[src/rtl/regfile_writeback_arbiter.sv]
// Merges ALU and FIFO-buffered LSU results into the register file write port; one-cycle
// registered latency. Both readies drop only while the LSU FIFO is full (FIFO drains first).

module fifo #(
  parameter int WIDTH = 8,
  parameter int DEPTH = 4
) (
  input  logic                       clk,
  input  logic                       rst_n,
  input  logic                       push_vld,
  input  logic [WIDTH-1:0]           push_dat,
  input  logic                       pop_vld,
  output logic [WIDTH-1:0]           head_dat,
  output logic [$clog2(DEPTH+1)-1:0] count
);
  localparam int PW = $clog2(DEPTH);
  localparam int CW = $clog2(DEPTH + 1);
  localparam logic [PW-1:0] PTR_ONE = PW'(1);
  localparam logic [CW-1:0] CNT_ONE = CW'(1);

  logic [WIDTH-1:0] mem [DEPTH];
  logic [PW-1:0]    wr_ptr;
  logic [PW-1:0]    rd_ptr;

  assign head_dat = mem[rd_ptr];

  // Power-of-two depth lets the pointers wrap by plain overflow.
  always_ff @(posedge clk or negedge rst_n) begin
    if (!rst_n) begin
      wr_ptr <= '0;
      rd_ptr <= '0;
      count  <= '0;
    end else begin
      if (push_vld) wr_ptr <= wr_ptr + PTR_ONE;
      if (pop_vld)  rd_ptr <= rd_ptr + PTR_ONE;
      case ({push_vld, pop_vld})
        2'b10:   count <= count + CNT_ONE;
        2'b01:   count <= count - CNT_ONE;
        default: count <= count;
      endcase
    end
  end

  always_ff @(posedge clk) begin
    if (push_vld) mem[wr_ptr] <= push_dat;
  end
endmodule

module regfile_writeback_arbiter #(
  parameter int XLEN      = 32,
  parameter int REG_BITS  = 5,
  parameter int LSU_DEPTH = 4
) (
  input  logic                           clk,
  input  logic                           rst_n,
  input  logic                           alu_valid,
  output logic                           alu_ready,
  input  logic [REG_BITS-1:0]            alu_rd,
  input  logic [XLEN-1:0]                alu_value,
  input  logic                           lsu_valid,
  output logic                           lsu_ready,
  input  logic [REG_BITS-1:0]            lsu_rd,
  input  logic [XLEN-1:0]                lsu_value,
  output logic                           wb_write_enable,
  output logic [REG_BITS-1:0]            wb_write_number,
  output logic [XLEN-1:0]                wb_write_value,
  output logic [$clog2(LSU_DEPTH+1)-1:0] lsu_count,
  output logic                           busy
);
  localparam int CW = $clog2(LSU_DEPTH + 1);
  localparam logic [CW-1:0] FULL_CNT = CW'(LSU_DEPTH);

  typedef struct packed {
    logic [REG_BITS-1:0] rd;
    logic [XLEN-1:0]     value;
  } wb_entry_t;

  wb_entry_t alu_ent;
  wb_entry_t lsu_ent;
  wb_entry_t fifo_head;
  wb_entry_t sel_ent;
  logic      full;
  logic      empty;
  logic      sel_vld;
  logic      push;
  logic      pop;

  assign alu_ent   = '{rd: alu_rd, value: alu_value};
  assign lsu_ent   = '{rd: lsu_rd, value: lsu_value};
  assign full      = (lsu_count == FULL_CNT);
  assign empty     = (lsu_count == '0);
  assign alu_ready = !full;
  assign lsu_ready = !full;

  // A full FIFO wins over the ALU so LSU backpressure can never deadlock.
  always_comb begin
    sel_vld = 1'b0;
    sel_ent = fifo_head;
    push    = 1'b0;
    pop     = 1'b0;
    if (full) begin
      sel_vld = 1'b1;
      pop     = 1'b1;
    end else if (alu_valid) begin
      sel_vld = 1'b1;
      sel_ent = alu_ent;
      push    = lsu_valid;
    end else if (!empty) begin
      sel_vld = 1'b1;
      pop     = 1'b1;
      push    = lsu_valid;
    end else if (lsu_valid) begin
      sel_vld = 1'b1;
      sel_ent = lsu_ent;
    end
  end

  fifo #(
    .WIDTH ($bits(wb_entry_t)),
    .DEPTH (LSU_DEPTH)
  ) u_lsu_fifo (
    .clk      (clk),
    .rst_n    (rst_n),
    .push_vld (push),
    .push_dat (lsu_ent),
    .pop_vld  (pop),
    .head_dat (fifo_head),
    .count    (lsu_count)
  );

  // x0 results still move number/value but never raise the write enable.
  always_ff @(posedge clk or negedge rst_n) begin
    if (!rst_n) begin
      wb_write_enable <= 1'b0;
      wb_write_number <= '0;
      wb_write_value  <= '0;
    end else begin
      wb_write_enable <= sel_vld && (sel_ent.rd != '0);
      if (sel_vld) begin
        wb_write_number <= sel_ent.rd;
        wb_write_value  <= sel_ent.value;
      end
    end
  end

  assign busy = (lsu_count != '0) || wb_write_enable;
endmodule

[config.mk]
export PLATFORM = sky130hd
export DESIGN_NAME = regfile_writeback_arbiter
export DESIGN_NICKNAME = d
export VERILOG_FILES = /design/src/rtl/regfile_writeback_arbiter.sv
export SDC_FILE = /design/constraint.sdc
export NUM_CORES = 1
export LEC_CHECK = 0
export ABC_AREA = 1
export CAP_MARGIN = 20
export CORE_ASPECT_RATIO = 1.75
export CORE_MARGIN = 2
export CORE_UTILIZATION = 40
export CTS_BUF_LIST = sky130_fd_sc_hd__clkbuf_16
export DETAILED_ROUTE_END_ITERATION = 8
export PLACE_DENSITY = 0.65
export SLEW_MARGIN = 10
export SYNTH_ARGS = -nofsm -noshare
export SYNTH_HDL_FRONTEND = slang
export SYNTH_HIERARCHICAL = 1
export SYNTH_SLANG_ARGS = --single-unit
[constraint.sdc]
create_clock -name clk -period 6.45 [get_ports clk]
set_input_delay 0.645 -clock clk [delete_from_list [all_inputs] [get_ports clk]]
set_output_delay 0.645 -clock clk [all_outputs]
set_load 0.02 [all_outputs]
==> results of run 1 <==
layer usage:
layer | vias up | global-route usage, % | wire, um
met5 | - | 0 | 0
met4 | 0 | 5.47 | 322
met2 | 139 | 32.9 | 11100
met1 | 2864 | 21.0 | 7780
met3 | 15 | 3.82 | 875
li1 | 2958 | - | -
worst register-to-register path, delay by kind of cell, from the launching register on:
family | cells | cell delay [ns]
and+or+nand+nor | 8 | 1.17
buffers and inverters | 2 | 0.99
DFF | 1 | 0.52
synthesized netlist by cell type (2+ instances only):
library cell	instances	area [um2]
nand4_1	3	18.8
inv_1	91	342
buf_6	10	113
xor2_1	3	26.3
ha_1	5	62.6
edfxtp_1	148	4440
dfrtp_1	45	1130
o21ai_1	66	330
nand2_1	250	938
nand3_1	2	10.0
nor2_1	78	293
o21bai_1	2	15.0
o211ai_1	4	30.0
or2_1	2	12.5
buf_2	22	110
buf_4	12	90.1
o22ai_1	32	200
o21ai_0	6	30.0
inv_2	3	11.3
o211ai_2	33	413
or2_0	2	12.5
clkbuf_1	3	11.3
layout make-up:
| type | instances | area (um2) | area share (%) |
|---|---|---|---|
| flip-flops and latches | 193 | 5570 | 52.5 |
| multi-input cells | 498 | 2500 | 23.5 |
| repair buffers | 127 | 1270 | 12.0 |
| clock buffers | 17 | 425 | 4.01 |
| well taps | 292 | 365 | 3.44 |
| inverters | 94 | 354 | 3.34 |
| clock inverters | 14 | 125 | 1.18 |
metrics by stage:
step / hold slack [ns] / setup WS [ns] / util, %
after CTS: 0.352 / 3.29 / 49.4
after detailed placement: 0.481 / 3.01 / 46.8
after global routing: 0.383 / 3.19 / 49.4
after floorplan: 0.349 / 3.63 / -
final: 0.343 / 3.32 / 49.4
after global placement: 0.472 / 2.76 / 46.7
sequential cells by signal (all words and copies together), names as in the netlist:
register           flops
u_lsu_fifo/count       3
wb_write_value        32
wb_write_enable        1
u_lsu_fifo/wr_ptr      2
u_lsu_fifo/rd_ptr      2
wb_write_number        5
u_lsu_fifo/mem       148
cells by family (layout without fill, tap and decap cells):
| group | after synthesis | count (layout) |
|---|---|---|
| AOI/OAI and AO/OA | 143 | 143 |
| xor gates and xnor gates | 4 | 4 |
| adders and majority gates | 6 | 6 |
| buffers and inverters | 143 | 252 |
| DFF | 193 | 193 |
| muxes | 1 | 1 |
| and+or+nand+nor | 344 | 344 |
power by group:
group	total, mW	internal, mW	switching [mW]
clock network	0.996	0.506	0.489
registers	1.92	1.70	0.215
logic	1.80	0.683	1.12
worst paths after layout:
kind                                      from                   end
hold reg to reg              wb_write_value[6]     wb_write_value[6]
setup reg to reg           u_lsu_fifo/count[1]       wb_write_enable
min in group clk             wb_write_value[6]     wb_write_value[6]
hold / removal                           rst_n    wb_write_value[23]
setup / recovery           u_lsu_fifo/count[1]             alu_ready
max in group asynchronous                rst_n  u_lsu_fifo/rd_ptr[0]
==> results.json, run 1 <==
{
  "status": "finished clean",
  "clk_pin_slew_ns": 0.08,
  "end_kind": "primary output",
  "grt_usage_pct": 18.1,
  "hold_viol_final": 0,
  "final_cell_mix": "250 x nand2_1, 148 x edfxtp_1, 120 x clkdlybuf4s50_1",
  "cp.buffers_inverters": 2,
  "fp-row-count": 71,
  "ys.warnings.count": 6,
  "post_cts_resized": 0,
  "start_util_pct": 40.7,
  "crit_chain": "nor2_4, nand2_2, buf_4, clkdlybuf4s50_1",
  "grt_pass1_vias": 5836,
  "drive_above_1_share_pct": 8.91,
  "hold_class": "in -> async",
  "area_delta_synth_final_pct": 21.3,
  "max_stage_delay_ns": 0.67,
  "ant_nets": 0,
  "finClkSkew_ns": 0.0122,
  "rsz0062_at_grt": "no",
  "grt_start_max_net_pins": 91,
  "synth_edf_count": 148,
  "startpoint_type": "flop",
  "period_needed_ns": 3.13,
  "relSlewSlack_pct": 30.6,
  "worstSetupPathType": "reg -> out",
  "cp_max_fo": 22,
  "setup_viol": 0,
  "synth-compound-area-share_pct": 11.6,
  "cts_setup_buffers": 0,
  "slew_violations": 0,
  "synthSimpleGateAreaFrac_pct": 15.4,
  "fin_setup_tns_ns": 0,
  "worstPathRequired_ns": 5.80,
  "stdcell_count": 1235,
  "die_x_um": 116,
  "syn_avg_cell_area_um2": 10.5,
  "r2r_cells": 10,
  "ys_types": 34,
  "dpl_cell_area_um2": 10100,
  "drt_pre_antenna_iters": 4,
  "gp_congestion": 0.760,
  "final_common_cell": "nand2_1",
  "critPathArrivalTime_ns": 2.49,
  "cts.path.max_buffers": 2,
  "total_power_mw": 4.71,
  "synthArstFlopShare_pct": 23.3,
  "grt-ovfl-total": 0,
  "wl_um": 20100,
  "grt_pass1_wl_um": 31200,
  "fillCellCount": 1966,
  "antenna_found_initial": 0,
  "die_h_um": 200,
  "hpwl_um": 12400,
  "portBuffers": 121,
  "root_buffer": "clkbuf_16",
  "cts_sinks": 193,
  "placeableCoreArea_um2": 21500,
  "slowest_stage": "clkdlybuf4s50_1",
  "wl_per_cell_um": 16.3,
  "ys_seq_area_share_pct": 63.7,
  "vias_per_cell": 4.84,
  "synth_xor_area_share_pct": 0.400,
  "ctsHtreeMaxLevel": 4,
  "synth-adder-area-share_pct": 0.944,
  "synth_ff_type": "edfxtp_1",
  "ctsHoldBuffers": 0,
  "syn_area_um2": 8750,
  "cts_tree": "yes",
  "max_freq_ghz": 0.319,
  "drtIter0Drc": 323,
  "synth_top_family_by_area": "simple AND/OR/NAND/NOR gates",
  "clk_latency_ns": 0.43,
  "design_area_um2": 10600,
  "path_delay_family": "buffers and inverters",
  "die_area_um2": 23100,
  "antennaDiodeCount": 0,
  "ys_ff_latch": 193,
  "synth_mux_area_share_pct": 0.114,
  "r2r_slack_ns": 3.63,
  "drv_cap": 0,
  "power_density_nw_per_um2": 444,
  "synth_cells": 834,
  "min_period_over_period_pct": 48.6,
  "drc_errors": 0,
  "cts_made_buffers": 17,
  "nets": 1015,
  "vias": 5976,
  "power.leakage_nw": 4.25,
  "placed_cells": 1204,
  "crit_cells": 4,
  "syn_nets": 918,
  "irDropWorstVdd_uv": 303,
  "tightest_slew_ns": 1.04,
  "num_io_pins": 122
}
(Power assumes the default switching activity.)
==> run 2, diff against run 1 <==
- PLACE_DENSITY: 0.65 -> 0.68
- clock period: 6.45 -> 2.7 ns (I/O delays scaled with it)
==> run 2 against run 1 <==
Net effect:
- critical endpoint unchanged
- sequential share of layout area is 1.3 points lower
- design area up 2.5%
- cell count is 1.5% higher
- setup slack worse by 3.0 ns
- die area stayed put
- flip-flop and latch count unchanged
- largest power group unchanged
==> results.json, run 2 (synthesis gave the netlist of run 1 again) <==
{
  "status": "finished clean",
  "grt_usage_pct": 18.5,
  "vias_per_cell": 4.87,
  "r2r-start": "u_lsu_fifo/rd_ptr[0]",
  "fin_setup_tns_ns": 0,
  "ant_nets": 0,
  "die_x_um": 116,
  "grt-ovfl-total": 0,
  "r2r_cells": 7,
  "critPathArrivalTime_ns": 2.15,
  "worstPathRequired_ns": 2.43,
  "final_cell_mix": "250 x nand2_1, 148 x edfxtp_1, 120 x clkdlybuf4s50_1",
  "reg.largest.list": "u_lsu_fifo/mem x148, wb_write_value x32, wb_write_number x5",
  "tightest_slew_ns": 0.881,
  "placeableCoreArea_um2": 21500,
  "drv_cap": 0,
  "rsz0062_at_grt": "no",
  "cts_setup_buffers": 0,
  "fp-row-count": 71,
  "setup_viol": 0,
  "grt_pass1_wl_um": 32100,
  "clk_pin_slew_ns": 0.07,
  "antenna_found_initial": 0,
  "die_area_um2": 23100,
  "start_util_pct": 40.7,
  "fillCellCount": 1965,
  "grt_start_max_net_pins": 77,
  "cts_tree": "yes",
  "worstSetupPathType": "reg -> out",
  "slew_violations": 0,
  "area_delta_synth_final_pct": 24.3,
  "hold_viol_final": 0,
  "r2r_end": "wb_write_value[11]",
  "cts_sinks": 193,
  "ff_latch_area_um2": 5570,
  "final_core_util_pct": 50.6,
  "min_period_over_period_pct": 89.8,
  "ctsHtreeMaxLevel": 4,
  "die_h_um": 200,
  "hold_class": "in -> async",
  "nets": 1033,
  "grt_pass1_vias": 6241,
  "cts_made_buffers": 17,
  "clk_latency_ns": 0.44,
  "largest_reg_flops": 148,
  "power.leakage_nw": 4.35,
  "relSlewSlack_pct": 41.3,
  "end_kind": "primary output",
  "finClkSkew_ns": 0.0107,
  "max_freq_ghz": 0.413,
  "period_needed_ns": 2.42,
  "cp_max_fo": 23,
  "irDropWorstVdd_uv": 662,
  "largest-register": "u_lsu_fifo/mem",
  "portBuffers": 121,
  "drive_above_1_share_pct": 10.7,
  "wl_um": 20600,
  "r2r_slack_ns": 0.57,
  "drt_pre_antenna_iters": 4,
  "drtIter0Drc": 293,
  "power_density_nw_per_um2": 1060,
  "final_common_cell": "nand2_1",
  "multi_input_area_um2": 2500,
  "drc_errors": 0,
  "antennaDiodeCount": 0,
  "root_buffer": "clkbuf_16",
  "wl_per_cell_um": 16.4,
  "holdWs_ns": 0.375,
  "gp_congestion": 0.821,
  "cts.path.max_buffers": 2,
  "startpoint_type": "flop",
  "num_io_pins": 122,
  "vias": 6106,
  "hpwl_um": 13900
}
==> run 2: cell count changes in the layout (fill, tap and decap cells not counted), sizes merged <==
cell,previous run,this run
buf,7,24
clkinvlp,0,5
inv,99,94
dlygate4sd3,0,1
bufinv,0,1
==> run 2: stage by stage <==
stage	std cells	area, um2	setup slack, ns	total power, mW
after CTS	1254	10900	0.242	11.7
after detailed placement	1221	10300	0.449	9.20
after global placement	1221	10300	0.455	9.12
final	1254	10900	0.276	11.5
after floorplan	834	8760	0.0584	7.58
after global routing	1254	10900	0.182	12.3
==> run 2: how the worst max path moves through the flow <==
| stage | cells past startpoint | endpoint | start | slack, ns |
|---|---|---|---|---|
| floorplan | 12 | u_lsu_fifo/count[2] | u_lsu_fifo/count[0] | 0.06 |
| global placement | 11 | u_lsu_fifo/count[2] | alu_valid | 0.45 |
| detailed placement | 11 | u_lsu_fifo/count[2] | alu_valid | 0.45 |
| CTS | 4 | alu_ready | u_lsu_fifo/count[0] | 0.24 |
| global route | 4 | alu_ready | u_lsu_fifo/count[0] | 0.18 |
| finish | 4 | alu_ready | u_lsu_fifo/count[0] | 0.28 |
==> run 2: repair_timing <==
action                                  CTS  global route
endpoints found under the setup margin    0             0
hold buffers                              1             0
resized for setup                         0             0
endpoints found under the hold margin    19             0
==> run 2: area by class of cell <==
| type | count | area share, % |
|---|---|---|
| Sequential cell | 193 | 51.2 |
| Clock inverter | 15 | 1.43 |
| Clock buffer | 17 | 3.91 |
| Tap cell | 292 | 3.36 |
| Multi-Input combinational cell | 498 | 23.0 |
| Timing Repair Buffer | 145 | 13.7 |
| Inverter | 94 | 3.39 |
==> run 2: report_power, final <==
| part | switching [mW] | internal [mW] | total, mW |
|---|---|---|---|
| registers | 0.564 | 4.05 | 4.61 |
| logic | 2.67 | 1.81 | 4.49 |
| clock network | 1.16 | 1.30 | 2.45 |
| total | 4.39 | 7.16 | 11.5 |
==> run 2: worst max-delay path, cell delays in order (launching register included) <==
cell	delay, ns
dfrtp_1	0.54
nor2_4	0.08
nand2_2	0.08
buf_4	0.32
clkdlybuf4s50_1	0.67
==> run 2: per-layer routing <==
metal  global-route usage, %  vias to the layer above  share of wire [%]
li1                        -                     2994                  -
met1                    19.5                     2951                 37
met2                    35.4                      134                 56
met3                    3.94                       27                4.4
met4                    6.61                        0                1.9
met5                       0                        -                  0
